### config.mk
export PLATFORM = sky130hd
export DESIGN_NAME = dispatcher
export DESIGN_NICKNAME = d
export VERILOG_FILES = /design/src/rtl/dispatcher_pkg.sv /design/src/rtl/dispatcher_operand_resolve.sv /design/src/rtl/dispatcher.sv
export SDC_FILE = /design/constraint.sdc
export NUM_CORES = 1
export LEC_CHECK = 0
export CAP_MARGIN = 20
export CELL_PAD_IN_SITES_DETAIL_PLACEMENT = 2
export CELL_PAD_IN_SITES_GLOBAL_PLACEMENT = 2
export CORE_AREA = 10 10 206 208
export DETAILED_ROUTE_END_ITERATION = 6
export DIE_AREA = 0 0 216 218
export DONT_BUFFER_PORTS = 1
export GPL_TIMING_DRIVEN = 0
export PLACE_DENSITY = 0.79
export SYNTH_ARGS = -nofsm -noshare
export SYNTH_HDL_FRONTEND = slang
export SYNTH_SLANG_ARGS = --single-unit
### constraint.sdc
create_clock -name clk_i -period 8.8 [get_ports clk_i]
set_clock_uncertainty 0.2 [all_clocks]
set_input_delay 1.76 -clock clk_i [delete_from_list [all_inputs] [get_ports clk_i]]
set_output_delay 1.76 -clock clk_i [all_outputs]
set_load 0.01 [all_outputs]
### src/rtl/dispatcher_pkg.sv
// Shared widths, opcode encodings, the issue-register layout and state encoding
// for the dispatch stage.
package dispatcher_pkg;
    localparam int XLEN  = 32;
    localparam int TAG_W = 5;
    localparam int OP_W  = 6;

    // Tag 0 is reserved to mean "operand already has its value".
    localparam logic [TAG_W-1:0] NO_DEP = '0;

    localparam logic [OP_W-1:0] OP_NOP   = 6'd0;
    localparam logic [OP_W-1:0] OP_ADD   = 6'd1;
    localparam logic [OP_W-1:0] OP_ADDI  = 6'd2;
    localparam logic [OP_W-1:0] OP_LW    = 6'd3;
    localparam logic [OP_W-1:0] OP_SW    = 6'd4;
    localparam logic [OP_W-1:0] OP_FENCE = 6'd5;

    typedef enum logic {
        ST_RUN   = 1'b0,
        ST_DRAIN = 1'b1
    } disp_state_e;

    typedef struct packed {
        logic             is_ls;
        logic [OP_W-1:0]  op;
        logic [TAG_W-1:0] qi;
        logic [TAG_W-1:0] qj;
        logic [TAG_W-1:0] dest;
        logic [XLEN-1:0]  vi;
        logic [XLEN-1:0]  vj;
        logic [XLEN-1:0]  imm;
        logic [XLEN-1:0]  pc;
    } issue_t;

    function automatic logic cdb_hit(input logic             valid,
                                     input logic [TAG_W-1:0] cdb_tag,
                                     input logic [TAG_W-1:0] q);
        return valid && (q != NO_DEP) && (cdb_tag == q);
    endfunction
endpackage

### src/rtl/dispatcher_operand_resolve.sv
// Picks the value/tag of one source operand at dispatch time:
// unused/x0, RF value, ALU CDB, LSB CDB, ROB ready value, else wait on RF tag.
module dispatcher_operand_resolve
    import dispatcher_pkg::*;
(
    input  logic             use_i,
    input  logic [4:0]       rs_i,
    input  logic [TAG_W-1:0] rf_q_i,
    input  logic [XLEN-1:0]  rf_v_i,
    input  logic             alu_valid_i,
    input  logic [TAG_W-1:0] alu_tag_i,
    input  logic [XLEN-1:0]  alu_data_i,
    input  logic             lsb_valid_i,
    input  logic [TAG_W-1:0] lsb_tag_i,
    input  logic [XLEN-1:0]  lsb_data_i,
    input  logic             rob_ready_i,
    input  logic [XLEN-1:0]  rob_data_i,
    output logic [TAG_W-1:0] q_o,
    output logic [XLEN-1:0]  v_o
);
    always_comb begin
        q_o = NO_DEP;
        v_o = '0;
        if (use_i && rs_i != 5'd0) begin
            if (rf_q_i == NO_DEP) begin
                v_o = rf_v_i;
            end else if (cdb_hit(alu_valid_i, alu_tag_i, rf_q_i)) begin
                v_o = alu_data_i;
            end else if (cdb_hit(lsb_valid_i, lsb_tag_i, rf_q_i)) begin
                v_o = lsb_data_i;
            end else if (rob_ready_i) begin
                v_o = rob_data_i;
            end else begin
                q_o = rf_q_i;
            end
        end
    end
endmodule

### src/rtl/dispatcher.sv
// Dispatch stage: renames the IQ head into the ROB/RF and issues it to RS or LSB
// one cycle later. Valid/ready: an instruction moves only in a cycle where iq_valid_i and iq_ready_o are both high.
module dispatcher
    import dispatcher_pkg::*;
(
    input  logic             clk_i,
    input  logic             rst_i,
    input  logic             rdy_i,
    input  logic             iq_valid_i,
    output logic             iq_ready_o,
    input  logic [OP_W-1:0]  iq_op_i,
    input  logic [4:0]       iq_rd_i,
    input  logic [4:0]       iq_rs1_i,
    input  logic [4:0]       iq_rs2_i,
    input  logic [XLEN-1:0]  iq_imm_i,
    input  logic [XLEN-1:0]  iq_pc_i,
    input  logic             iq_use_rs1_i,
    input  logic             iq_use_rs2_i,
    input  logic             iq_is_ls_i,
    input  logic             iq_serialize_i,
    input  logic             rob_full_i,
    input  logic             rob_empty_i,
    input  logic [TAG_W-1:0] rob_free_tag_i,
    output logic             rob_alloc_o,
    output logic [OP_W-1:0]  rob_op_o,
    output logic [4:0]       rob_rd_o,
    output logic [XLEN-1:0]  rob_pc_o,
    output logic [4:0]       rf_rs1_o,
    output logic [4:0]       rf_rs2_o,
    input  logic [TAG_W-1:0] rf_Qi_i,
    input  logic [TAG_W-1:0] rf_Qj_i,
    input  logic [XLEN-1:0]  rf_Vi_i,
    input  logic [XLEN-1:0]  rf_Vj_i,
    output logic             rf_dispatch_enable_o,
    output logic [4:0]       rf_dispatch_name_o,
    output logic [TAG_W-1:0] rf_dispatch_rename_o,
    output logic [TAG_W-1:0] rob_q1_tag_o,
    output logic [TAG_W-1:0] rob_q2_tag_o,
    input  logic             rob_q1_ready_i,
    input  logic             rob_q2_ready_i,
    input  logic [XLEN-1:0]  rob_q1_data_i,
    input  logic [XLEN-1:0]  rob_q2_data_i,
    input  logic             commit_valid_i,
    input  logic [4:0]       commit_dest_i,
    input  logic             alu_cdb_valid_i,
    input  logic             lsb_cdb_valid_i,
    input  logic [TAG_W-1:0] alu_cdb_tag_i,
    input  logic [TAG_W-1:0] lsb_cdb_tag_i,
    input  logic [XLEN-1:0]  alu_cdb_data_i,
    input  logic [XLEN-1:0]  lsb_cdb_data_i,
    input  logic             rs_full_i,
    input  logic             lsb_full_i,
    output logic             rs_issue_o,
    output logic             lsb_issue_o,
    output logic [OP_W-1:0]  is_op_o,
    output logic [TAG_W-1:0] is_Qi_o,
    output logic [TAG_W-1:0] is_Qj_o,
    output logic [TAG_W-1:0] is_dest_o,
    output logic [XLEN-1:0]  is_Vi_o,
    output logic [XLEN-1:0]  is_Vj_o,
    output logic [XLEN-1:0]  is_imm_o,
    output logic [XLEN-1:0]  is_pc_o,
    input  logic             wrong_commit_i,
    output logic             state_o
);
    disp_state_e      state_q, state_d;
    issue_t           issue_q, issue_d;
    logic             issue_vld_q, issue_vld_d;
    logic             tgt_full, commit_hazard, serial_wait, fire;
    logic [TAG_W-1:0] op1_q, op2_q;
    logic [XLEN-1:0]  op1_v, op2_v;

    assign tgt_full = iq_is_ls_i ? lsb_full_i : rs_full_i;
    // A commit to the same rd this cycle would overwrite the new rename in the RF.
    assign commit_hazard = commit_valid_i && (commit_dest_i == iq_rd_i) && (iq_rd_i != 5'd0);
    assign serial_wait   = iq_serialize_i && !rob_empty_i;
    assign fire = rdy_i && !rst_i && iq_valid_i && !rob_full_i && !tgt_full &&
                  !wrong_commit_i && !commit_hazard && !serial_wait;

    dispatcher_operand_resolve u_op1 (
        .use_i      (iq_use_rs1_i),    .rs_i       (iq_rs1_i),
        .rf_q_i     (rf_Qi_i),         .rf_v_i     (rf_Vi_i),
        .alu_valid_i(alu_cdb_valid_i), .alu_tag_i  (alu_cdb_tag_i), .alu_data_i(alu_cdb_data_i),
        .lsb_valid_i(lsb_cdb_valid_i), .lsb_tag_i  (lsb_cdb_tag_i), .lsb_data_i(lsb_cdb_data_i),
        .rob_ready_i(rob_q1_ready_i),  .rob_data_i (rob_q1_data_i),
        .q_o        (op1_q),           .v_o        (op1_v)
    );

    dispatcher_operand_resolve u_op2 (
        .use_i      (iq_use_rs2_i),    .rs_i       (iq_rs2_i),
        .rf_q_i     (rf_Qj_i),         .rf_v_i     (rf_Vj_i),
        .alu_valid_i(alu_cdb_valid_i), .alu_tag_i  (alu_cdb_tag_i), .alu_data_i(alu_cdb_data_i),
        .lsb_valid_i(lsb_cdb_valid_i), .lsb_tag_i  (lsb_cdb_tag_i), .lsb_data_i(lsb_cdb_data_i),
        .rob_ready_i(rob_q2_ready_i),  .rob_data_i (rob_q2_data_i),
        .q_o        (op2_q),           .v_o        (op2_v)
    );

    always_comb begin
        state_d     = state_q;
        issue_d     = issue_q;
        issue_vld_d = issue_vld_q;
        if (rdy_i) begin
            case (state_q)
                ST_RUN:   if (!wrong_commit_i && iq_valid_i && serial_wait) state_d = ST_DRAIN;
                ST_DRAIN: if (wrong_commit_i || rob_empty_i) state_d = ST_RUN;
                default:  state_d = ST_RUN;
            endcase
            issue_vld_d = fire;
            if (fire) begin
                issue_d = '{is_ls: iq_is_ls_i, op: iq_op_i, qi: op1_q, qj: op2_q,
                            dest: rob_free_tag_i, vi: op1_v, vj: op2_v,
                            imm: iq_imm_i, pc: iq_pc_i};
            end
        end
    end

    always_ff @(posedge clk_i) begin
        if (rst_i) begin
            state_q     <= ST_RUN;
            issue_vld_q <= 1'b0;
            issue_q     <= '{op: OP_NOP, default: '0};
        end else begin
            state_q     <= state_d;
            issue_vld_q <= issue_vld_d;
            issue_q     <= issue_d;
        end
    end

    assign state_o              = (state_q == ST_DRAIN);
    assign iq_ready_o           = fire;
    assign rob_alloc_o          = fire;
    assign rob_op_o             = fire ? iq_op_i : OP_NOP;
    assign rob_rd_o             = fire ? iq_rd_i : 5'd0;
    assign rob_pc_o             = fire ? iq_pc_i : '0;
    assign rf_rs1_o             = iq_rs1_i;
    assign rf_rs2_o             = iq_rs2_i;
    assign rob_q1_tag_o         = rf_Qi_i;
    assign rob_q2_tag_o         = rf_Qj_i;
    assign rf_dispatch_enable_o = fire;
    assign rf_dispatch_name_o   = fire ? iq_rd_i : 5'd0;
    assign rf_dispatch_rename_o = fire ? rob_free_tag_i : NO_DEP;

    // Strobes are suppressed while frozen so a held entry issues once rdy returns.
    assign rs_issue_o  = issue_vld_q && rdy_i && !issue_q.is_ls;
    assign lsb_issue_o = issue_vld_q && rdy_i && issue_q.is_ls;
    assign is_op_o     = issue_q.op;
    assign is_dest_o   = issue_q.dest;
    assign is_imm_o    = issue_q.imm;
    assign is_pc_o     = issue_q.pc;

    always_comb begin
        is_Qi_o = issue_q.qi;
        is_Vi_o = issue_q.vi;
        is_Qj_o = issue_q.qj;
        is_Vj_o = issue_q.vj;
        if (issue_vld_q) begin
            if (cdb_hit(alu_cdb_valid_i, alu_cdb_tag_i, issue_q.qi)) begin
                is_Qi_o = NO_DEP;
                is_Vi_o = alu_cdb_data_i;
            end else if (cdb_hit(lsb_cdb_valid_i, lsb_cdb_tag_i, issue_q.qi)) begin
                is_Qi_o = NO_DEP;
                is_Vi_o = lsb_cdb_data_i;
            end
            if (cdb_hit(alu_cdb_valid_i, alu_cdb_tag_i, issue_q.qj)) begin
                is_Qj_o = NO_DEP;
                is_Vj_o = alu_cdb_data_i;
            end else if (cdb_hit(lsb_cdb_valid_i, lsb_cdb_tag_i, issue_q.qj)) begin
                is_Qj_o = NO_DEP;
                is_Vj_o = lsb_cdb_data_i;
            end
        end
    end
endmodule

==> results.cfg, run 1 <==
[sta]
tightest_slew_ns = 1.05
hold_viol_final = 0
slew_viol_final = 0
fin_crit_sh = 0.703
finalSetupTns_ns = 0
rsz0062_at_grt = no
setup_viol = 0
post-route-min-period_ns = 6.19
slew-limit-headroom = 0.295
clock.fmax_mhz = 162

[synth]
ys_ff_latch = 152
synth.most_common_cell = nand2_1
synthArstFlopShare = 0
syn_area_um2 = 11800
yosysTopAreaCell = dfxtp_1
netlist.area_leader.share = 0.258
yosys_warnings = 0
syn-instance-count = 1558
synth_enable_flop_cells = 0
synth_area_leaders = dfxtp_1 26%, nand2_1 7.5%, buf_4 7.0%
synth.distinct_cells = 50
ys_seq_area_frac = 0.258
synth-main-ff-cell = dfxtp_1
synth_area_per_cell_um2 = 7.57
synthTopCellsByCount = 235 x nand2_1, 152 x dfxtp_1, 122 x a21oi_1, 110 x buf_4, 106 x clkbuf_1
syn-num-nets = 1883

[place]
portBuffers = 0
finalWeightedCongestion = 0.866
hpwl_um = 55800

[clocking]
worstSkewPairLatency_ns = 0.45
cts.sinks = 152
htreeDepth = 4
ctsHoldBuffers = 0
clock_path_buffers = 2
clk_pin_slew_ns = 0.06
root_buffer = clkbuf_16
cts_tree = built
post_cts_buffers = 0
post_cts_resize_count = 0
numCtsBuffers = 17

[worst_setup_path]
end_kind = output pin
start_kind = input pin
arrival_ns = 4.23
crit_fanout = 10
cp.required_ns = 6.84
cpPeakStageDelay_ns = 0.57
path_class = in -> out
worst_path_max_delay_cell = a21boi_2
cp_cell_sequence = xnor2_1, nand4_1, or4_1, clkbuf_1, a21boi_2, buf_2, a2bb2oi_1

[global_routing]
grt_max_degree = 17
overflow = 0
grt_pass1_vias = 13600
grt_pass1_wl_um = 98200
antenna_found_initial = 4
grt_usage = 0.279

[job]
drv_cap = 0

[detailed_routing]
first_pass_iters = 4
via_per_inst = 5.92
drtAntennaViolNets = 0
via_count = 12500
routedWlPerCell_um = 32.7
drtIter0Drc = 683
drc = 0
finalWirelength_um = 69100

[power_and_ir_drop]
ir_worst_vdd_mv = 0.132
leakagePower_nw = 4.87
p_int_mw = 1.13
switching_share = 0.304
power_mw = 1.62
p_seq_frac = 0.428
combPwrFrac = 0.109
p_per_area_nw_per_um2 = 124
pwr-share-clk = 0.463
p_switching_mw = 0.492

[cells_and_area]
num-fill-cells = 4484
drive_gt1_frac = 0.144
syn_to_final_growth_pct = 10.6
fin_nets = 1906

[hold_path]
hold_class = reg -> reg

[run_status]
status = finished, final reports clean

[die]
die_h_um = 218
coreArea_um2 = 38300
row_count = 72
io-pin-count = 553
die_area_um2 = 47100
die_w_um = 216
initial_core_util = 0.308
## state kept, by name, summed over array words and instances, names as in the netlist
register / count
issue_q: 75
is_imm_o: 32
is_pc_o: 32
is_op_o: 6
is_dest_o: 5
issue_vld_q: 1
state_o: 1
## power by group through the flow
stage | Sequential [mW] | Combinational (mW) | Clock [mW]
2_1_floorplan | 0.708 | 0.121 | 0
3_3_place_gp | 0.709 | 0.171 | 0
3_5_place_dp | 0.709 | 0.176 | 0
4_1_cts | 0.693 | 0.177 | 0.762
5_1_grt | 0.693 | 0.191 | 0.785
6_report | 0.693 | 0.177 | 0.750
## final cells by class
cell class / instances / area, µm² / area share
clock buffers: 17 / 425 / 0.0326
multi-input cells: 1097 / 7080 / 0.543
plain buffers: 260 / 1490 / 0.114
well taps: 518 / 648 / 0.0497
inverters: 49 / 185 / 0.0142
diodes: 3 / 7.51 / 0.000575
repair buffers: 4 / 30.0 / 0.00230
clock inverters: 15 / 134 / 0.0103
flip-flops and latches: 152 / 3040 / 0.233
## cell families after synthesis
kind of cell              after synthesis  share of synthesized area
AOI/OAI and AO/OA                     465                      0.282
xor gates and xnor gates               44                     0.0327
buffers and inverters                 309                      0.142
DFF                                   152                      0.258
muxes                                  65                     0.0586
and+or+nand+nor                       523                      0.227
## stage by stage
step	hold WS [ns]	instance area, µm²	instances	util	setup WS (ns)
2_1_floorplan	0.237	11800	1558	-	3.27
3_3_place_gp	0.242	12400	2076	0.325	2.17
3_5_place_dp	0.249	12500	2079	0.326	2.34
4_1_cts	0.258	13000	2111	0.340	2.33
5_1_grt	0.279	13000	2112	0.341	2.35
6_report	0.257	13000	2115	0.341	2.61
## final timing paths
check              startpoint          end  slack, ns  cells after the start
min reg2reg        is_pc_o[3]   is_pc_o[3]       0.26                      2
min                is_pc_o[3]   is_pc_o[3]       0.26                      2
max          lsb_cdb_tag_i[3]   is_Vi_o[3]       2.61                      7
max reg2reg       issue_q[75]  issue_q[75]       7.67                      3
## critical path: cells and delay by family
family,cells,cell delay (ns)
AO/OA/AOI/OAI,2,1.10
buffers and inverters,2,0.63
AND/OR/NAND/NOR,2,0.60
XOR/XNOR,1,0.12
## cells in the final DEF (no fill, tap or decap), drive strengths merged, types with 2 or more instances in the layout
cell type	synthesis	layout
nand3	96	96
a21oi	122	122
nand2	236	236
mux2	33	33
a211oi	36	36
o21a	2	2
mux2i	32	32
o211ai	32	32
o22a	32	32
nor2b	11	11
or4	8	8
o211a	2	2
clkinv	1	7
buf	154	158
and2	11	11
o31ai	96	96
nand4	13	13
diode	0	3
a2bb2oi	64	64
dfxtp	152	152
xnor2	16	16
inv	48	57
nand3b	64	64
nor3	2	2
a31o	32	32
xor2	28	28
clkbuf	106	123
nand2b	65	65
a21boi	10	10
or3	2	2
nor2	4	4
o22ai	32	32
nor4	8	8
## routing by layer
layer | track usage | share of wire | up-vias
met5 | 0 | 0 | -
met1 | 0.302 | 0.39 | 6337
met3 | 0.0933 | 0.080 | 94
li1 | - | - | 5558
met2 | 0.502 | 0.50 | 529
met4 | 0.0921 | 0.029 | 0
Power figures use the tool's default switching activity.
==> inputs of run 2 (changes only) <==
ABC_AREA = 1   (was unset)
CORE_AREA = unset   (was 10 10 206 208)
CORE_MARGIN = 10   (was unset)
CORE_UTILIZATION = 31   (was unset)
DIE_AREA = unset   (was 0 0 216 218)
PLACE_DENSITY = 0.87   (was 0.79)
clock period = 6.1 ns   (was 8.8 ns; I/O delays follow)
==> results.cfg, run 2 <==
[worst_setup_path]
path_class = in -> out
end_kind = output pin
cp.required_ns = 4.68
crit_fanout = 10
rrSetupSlack_ns = 4.40
start_kind = input pin
arrival_ns = 3.58
reg2regPathDepth = 3

[clocking]
root_buffer = clkbuf_16
post_cts_resize_count = 0
post_cts_buffers = 0
ctsHoldBuffers = 0
numCtsBuffers = 17
htreeDepth = 4
clk_pin_slew_ns = 0.07
worstSkewPairLatency_ns = 0.50
clock_path_buffers = 2
cts_tree = built
cts.sinks = 152

[die]
die_h_um = 225
row_count = 75
io-pin-count = 553
die_area_um2 = 50800
coreArea_um2 = 41900
die_w_um = 225
initial_core_util = 0.313

[sta]
slew-limit-headroom = 0.273
slew_viol_final = 0
fin_ws_ns = 1.10
hold_viol_final = 0
post-route-min-period_ns = 5.00
fin_crit_sh = 0.820
tightest_slew_ns = 1.09
finalSetupTns_ns = 0
rsz0062_at_grt = no
setup_viol = 0
clock.fmax_mhz = 200

[synth]
synth_enable_flop_cells = 0
synth_area_per_cell_um2 = 5.39
syn_area_um2 = 13100
ys_ff_latch = 152
netlist.area_leader.share = 0.233
syn-num-nets = 2752
syn-instance-count = 2427
synth.distinct_cells = 33
synth_area_leaders = dfxtp_1 23%, nand2_1 22%, nand3_1 13%
yosysTopAreaCell = dfxtp_1
synth.most_common_cell = nand2_1
synthArstFlopShare = 0
yosys_warnings = 0
synthTopCellsByCount = 755 x nand2_1, 357 x nor2_1, 329 x nand3_1, 243 x inv_1, 152 x dfxtp_1
synth-main-ff-cell = dfxtp_1
ys_seq_area_frac = 0.233

[cells_and_area]
fin_nets = 2772
drive_gt1_frac = 0.113
top_register = issue_q
layout_commonest_cell = nand2_1
syn_to_final_growth_pct = 9.71
final_cell_mix = 755 x nand2_1, 357 x nor2_1, 329 x nand3_1
largest_register_ffs = 75

[place]
portBuffers = 0
hpwl_um = 65100
finalWeightedCongestion = 0.930
pre_cts_slack_ns = 1.21

[run_status]
status = finished, final reports clean

[global_routing]
grt_max_degree = 18
grt_pass1_vias = 17700
antenna_found_initial = 11
overflow = 0
grt_usage = 0.304
grt_pass1_wl_um = 116000

[detailed_routing]
drtAntennaViolNets = 0
finalWirelength_um = 79600
drtIter0Drc = 871
via_per_inst = 5.43
first_pass_iters = 6
routedWlPerCell_um = 26.5
via_count = 16300
drc = 0

[power_and_ir_drop]
p_int_mw = 1.66
p_per_area_nw_per_um2 = 175
p_switching_mw = 0.844
switching_share = 0.337
ir_worst_vdd_mv = 0.210
combPwrFrac = 0.155
pwr-share-clk = 0.440
p_seq_frac = 0.405
leakagePower_nw = 7.71

[job]
drv_cap = 0

[hold_path]
min_path_cells = 2
hold_class = reg -> reg
[run 2: per-stage QoR]
step           hold slack, ns  std cells  cell area (µm²)  power (mW)  utilization
2_1_floorplan           0.255       2427            13100        1.30            -
3_3_place_gp            0.264       2966            13800        1.40        0.329
3_5_place_dp            0.278       2967            13800        1.42        0.329
4_1_cts                 0.298       2999            14300        2.53        0.343
5_1_grt                 0.322       3004            14400        2.61        0.343
6_report                0.290       3005            14400        2.51        0.343
[run 2: critical path: stages]
cell and delay (ns):
inv_1 0.06, a21oi_1 0.12, nand3_1 0.10, nor3_2 0.79, nand2_2 0.43, buf_2 0.33
nand2_1 0.09, nand3_1 0.07, nand3_1 0.10, nand2_1 0.26
[run 2: worst paths after layout]
check | start | endpoint
max | lsb_cdb_valid_i | is_Vi_o[23]
max reg2reg | issue_vld_q | issue_vld_q
min reg2reg | is_imm_o[30] | is_imm_o[30]
min | is_imm_o[30] | is_imm_o[30]
[run 2: cell type report]
class | instances | area (µm²)
Fill cell | 5532 | 27500
Multi-Input combinational cell | 1756 | 7540
Sequential cell | 152 | 3040
Buffer | 260 | 1530
Inverter | 259 | 972
Tap cell | 539 | 674
Clock buffer | 17 | 425
Clock inverter | 15 | 148
Antenna cell | 6 | 15.0
Timing Repair Buffer | 1 | 7.51
[run 2: cell families after synthesis]
logic type | share of synthesized area
compound gates | 0.0930
simple gates | 0.479
flops | 0.233
buf+inv | 0.191
xor+xnor | 0.00402
[run 2: layer usage]
metal  up-vias  GRT usage  part of all wire
li1       7482          -                 -
met2       616      0.553              0.51
met1      8067      0.315              0.37
met5         -          0           0.00079
met4        10      0.123             0.036
met3       146      0.100             0.080
[run 2: power by group through the flow]
stage               Sequential [mW]  Combinational, mW  Clock, mW
global placement               1.04              0.366          0
floorplan                      1.03              0.263          0
global route                   1.02              0.433       1.16
detailed placement             1.04              0.386          0
CTS                            1.01              0.390       1.12
finish                         1.01              0.389       1.10
==> inputs of run 3 (changes only) <==
CORE_UTILIZATION = 28   (was 31)
PLACE_DENSITY = 0.84   (was 0.87)
clock period = 4.2 ns   (was 6.1 ns; I/O delays follow)
==> results.cfg, run 3 (synthesized netlist as in run 2, its figures left out) <==
[cells_and_area]
layout_commonest_cell = nand2_1
top_register = issue_q
largest_register_ffs = 75
syn_to_final_growth_pct = 10.6
drive_gt1_frac = 0.115
final_cell_mix = 755 x nand2_1, 354 x nor2_1, 329 x nand3_1
final_util = 0.312
multiInputGateArea_um2 = 7560
fin_cells = 3072
fin_nets = 2772
num-fill-cells = 6084
ff_latch_area_um2 = 3040

[place]
pre_cts_slack_ns = -0.0309
hpwl_um = 66800
dp_cells = 3035
finalWeightedCongestion = 0.882
portBuffers = 0

[sta]
clock.fmax_mhz = 244
tightest_slew_ns = 1.03
slew_viol_final = 0
slew-limit-headroom = 0.310
holdWs_ns = 0.198
fin_ws_ns = 0.107
post-route-min-period_ns = 4.09
hold_viol_final = 0
rsz0062_at_grt = no
setup_viol = 0
fin_crit_sh = 0.974

[global_routing]
grt.busiest_layer = met2
antenna_found_initial = 12
grt_usage = 0.284
grt_use_met1 = 0.306
grt_util_met2 = 0.517
grt_max_degree = 17
overflow = 0
grt_pass1_vias = 17800
grt_pass1_wl_um = 120000
grt_use_met3 = 0.0853

[clocking]
worstSkewPairLatency_ns = 0.51
clock_path_buffers = 2
clk_pin_slew_ns = 0.07
post_cts_buffers = 0
ctsHoldBuffers = 0
htreeDepth = 4
root_buffer = clkbuf_16
numCtsBuffers = 17
cts_tree = built
cts.sinks = 152

[die]
initial_core_util = 0.282
coreArea_um2 = 46400
die_w_um = 236
io-pin-count = 553
die_area_um2 = 55800
row_count = 79
die_h_um = 236

[detailed_routing]
drtAntennaViolNets = 0
drc = 0
via_per_inst = 5.26
routedWlPerCell_um = 26.6
via_count = 16200
finalWirelength_um = 81700
drtIter0Drc = 810
first_pass_iters = 4

[worst_setup_path]
cp.required_ns = 3.16
crit_fanout = 6
end_kind = output pin
start_kind = flip-flop
path_class = reg -> out
arrival_ns = 3.05

[power_and_ir_drop]
ir_worst_vdd_mv = 0.245
leakagePower_nw = 7.73
p_per_area_nw_per_um2 = 255

[job]
drv_cap = 0

[hold_path]
hold_class = in -> reg

[run_status]
status = finished, final reports clean
==> run 3: what timing repair did <==
item	in CTS	in global routing
endpoints found under the setup margin	71	1
gates resized for setup	4	0
endpoints found under the hold margin	0	0
==> run 3: through the flow <==
| stage | setup TNS [ns] | total power, mW | area, µm² |
|---|---|---|---|
| finish | 0 | 3.69 | 14500 |
| global route | 0 | 3.85 | 14500 |
| CTS | 0 | 3.73 | 14500 |
| detailed placement | -0.132 | 2.08 | 13900 |
| global placement | -0.369 | 2.05 | 13800 |
| floorplan | 0 | 1.88 | 13100 |
==> run 3: area by class of cell <==
type | count | area share
Clock inverter | 14 | 0.0109
Multi-Input combinational cell | 1756 | 0.522
Antenna cell | 6 | 0.00104
Timing Repair Buffer | 2 | 0.00130
Buffer | 259 | 0.105
Sequential cell | 152 | 0.210
Inverter | 259 | 0.0672
Clock buffer | 17 | 0.0294
Tap cell | 607 | 0.0525
==> run 3: path summary, 6_finish.rpt <==
check | startpoint | end | slack [ns] | cells after the start
setup / recovery | issue_q[133] | is_Qj_o[1] | 0.11 | 7
hold / removal | rst_i | issue_vld_q | 0.20 | 1
setup reg to reg | issue_vld_q | issue_vld_q | 2.48 | 3
hold reg to reg | is_pc_o[0] | is_pc_o[0] | 0.29 | 2
==> run 3: power breakdown <==
group	internal (mW)	switching (mW)	leakage (nW)
Combinational	0.168	0.407	6.22
Clock	0.839	0.806	0.284
Sequential	1.46	0.0146	1.23
Total	2.47	1.23	7.73
==> run 3: critical path: stages (launching register included) <==
cell      delay, ns
dfxtp_1        0.42
inv_1          0.14
nand2_1        0.10
o211ai_1       0.10
nor2_2         0.49
nand2_1        0.44
a21oi_1        0.60
nor2_1         0.25
==> run 3: layer usage <==
| metal | wire length, µm | up-vias |
|---|---|---|
| met2 | 41800 | 527 |
| li1 | - | 7464 |
| met4 | 2260 | 8 |
| met1 | 31600 | 8063 |
| met5 | 51 | - |
| met3 | 6080 | 98 |
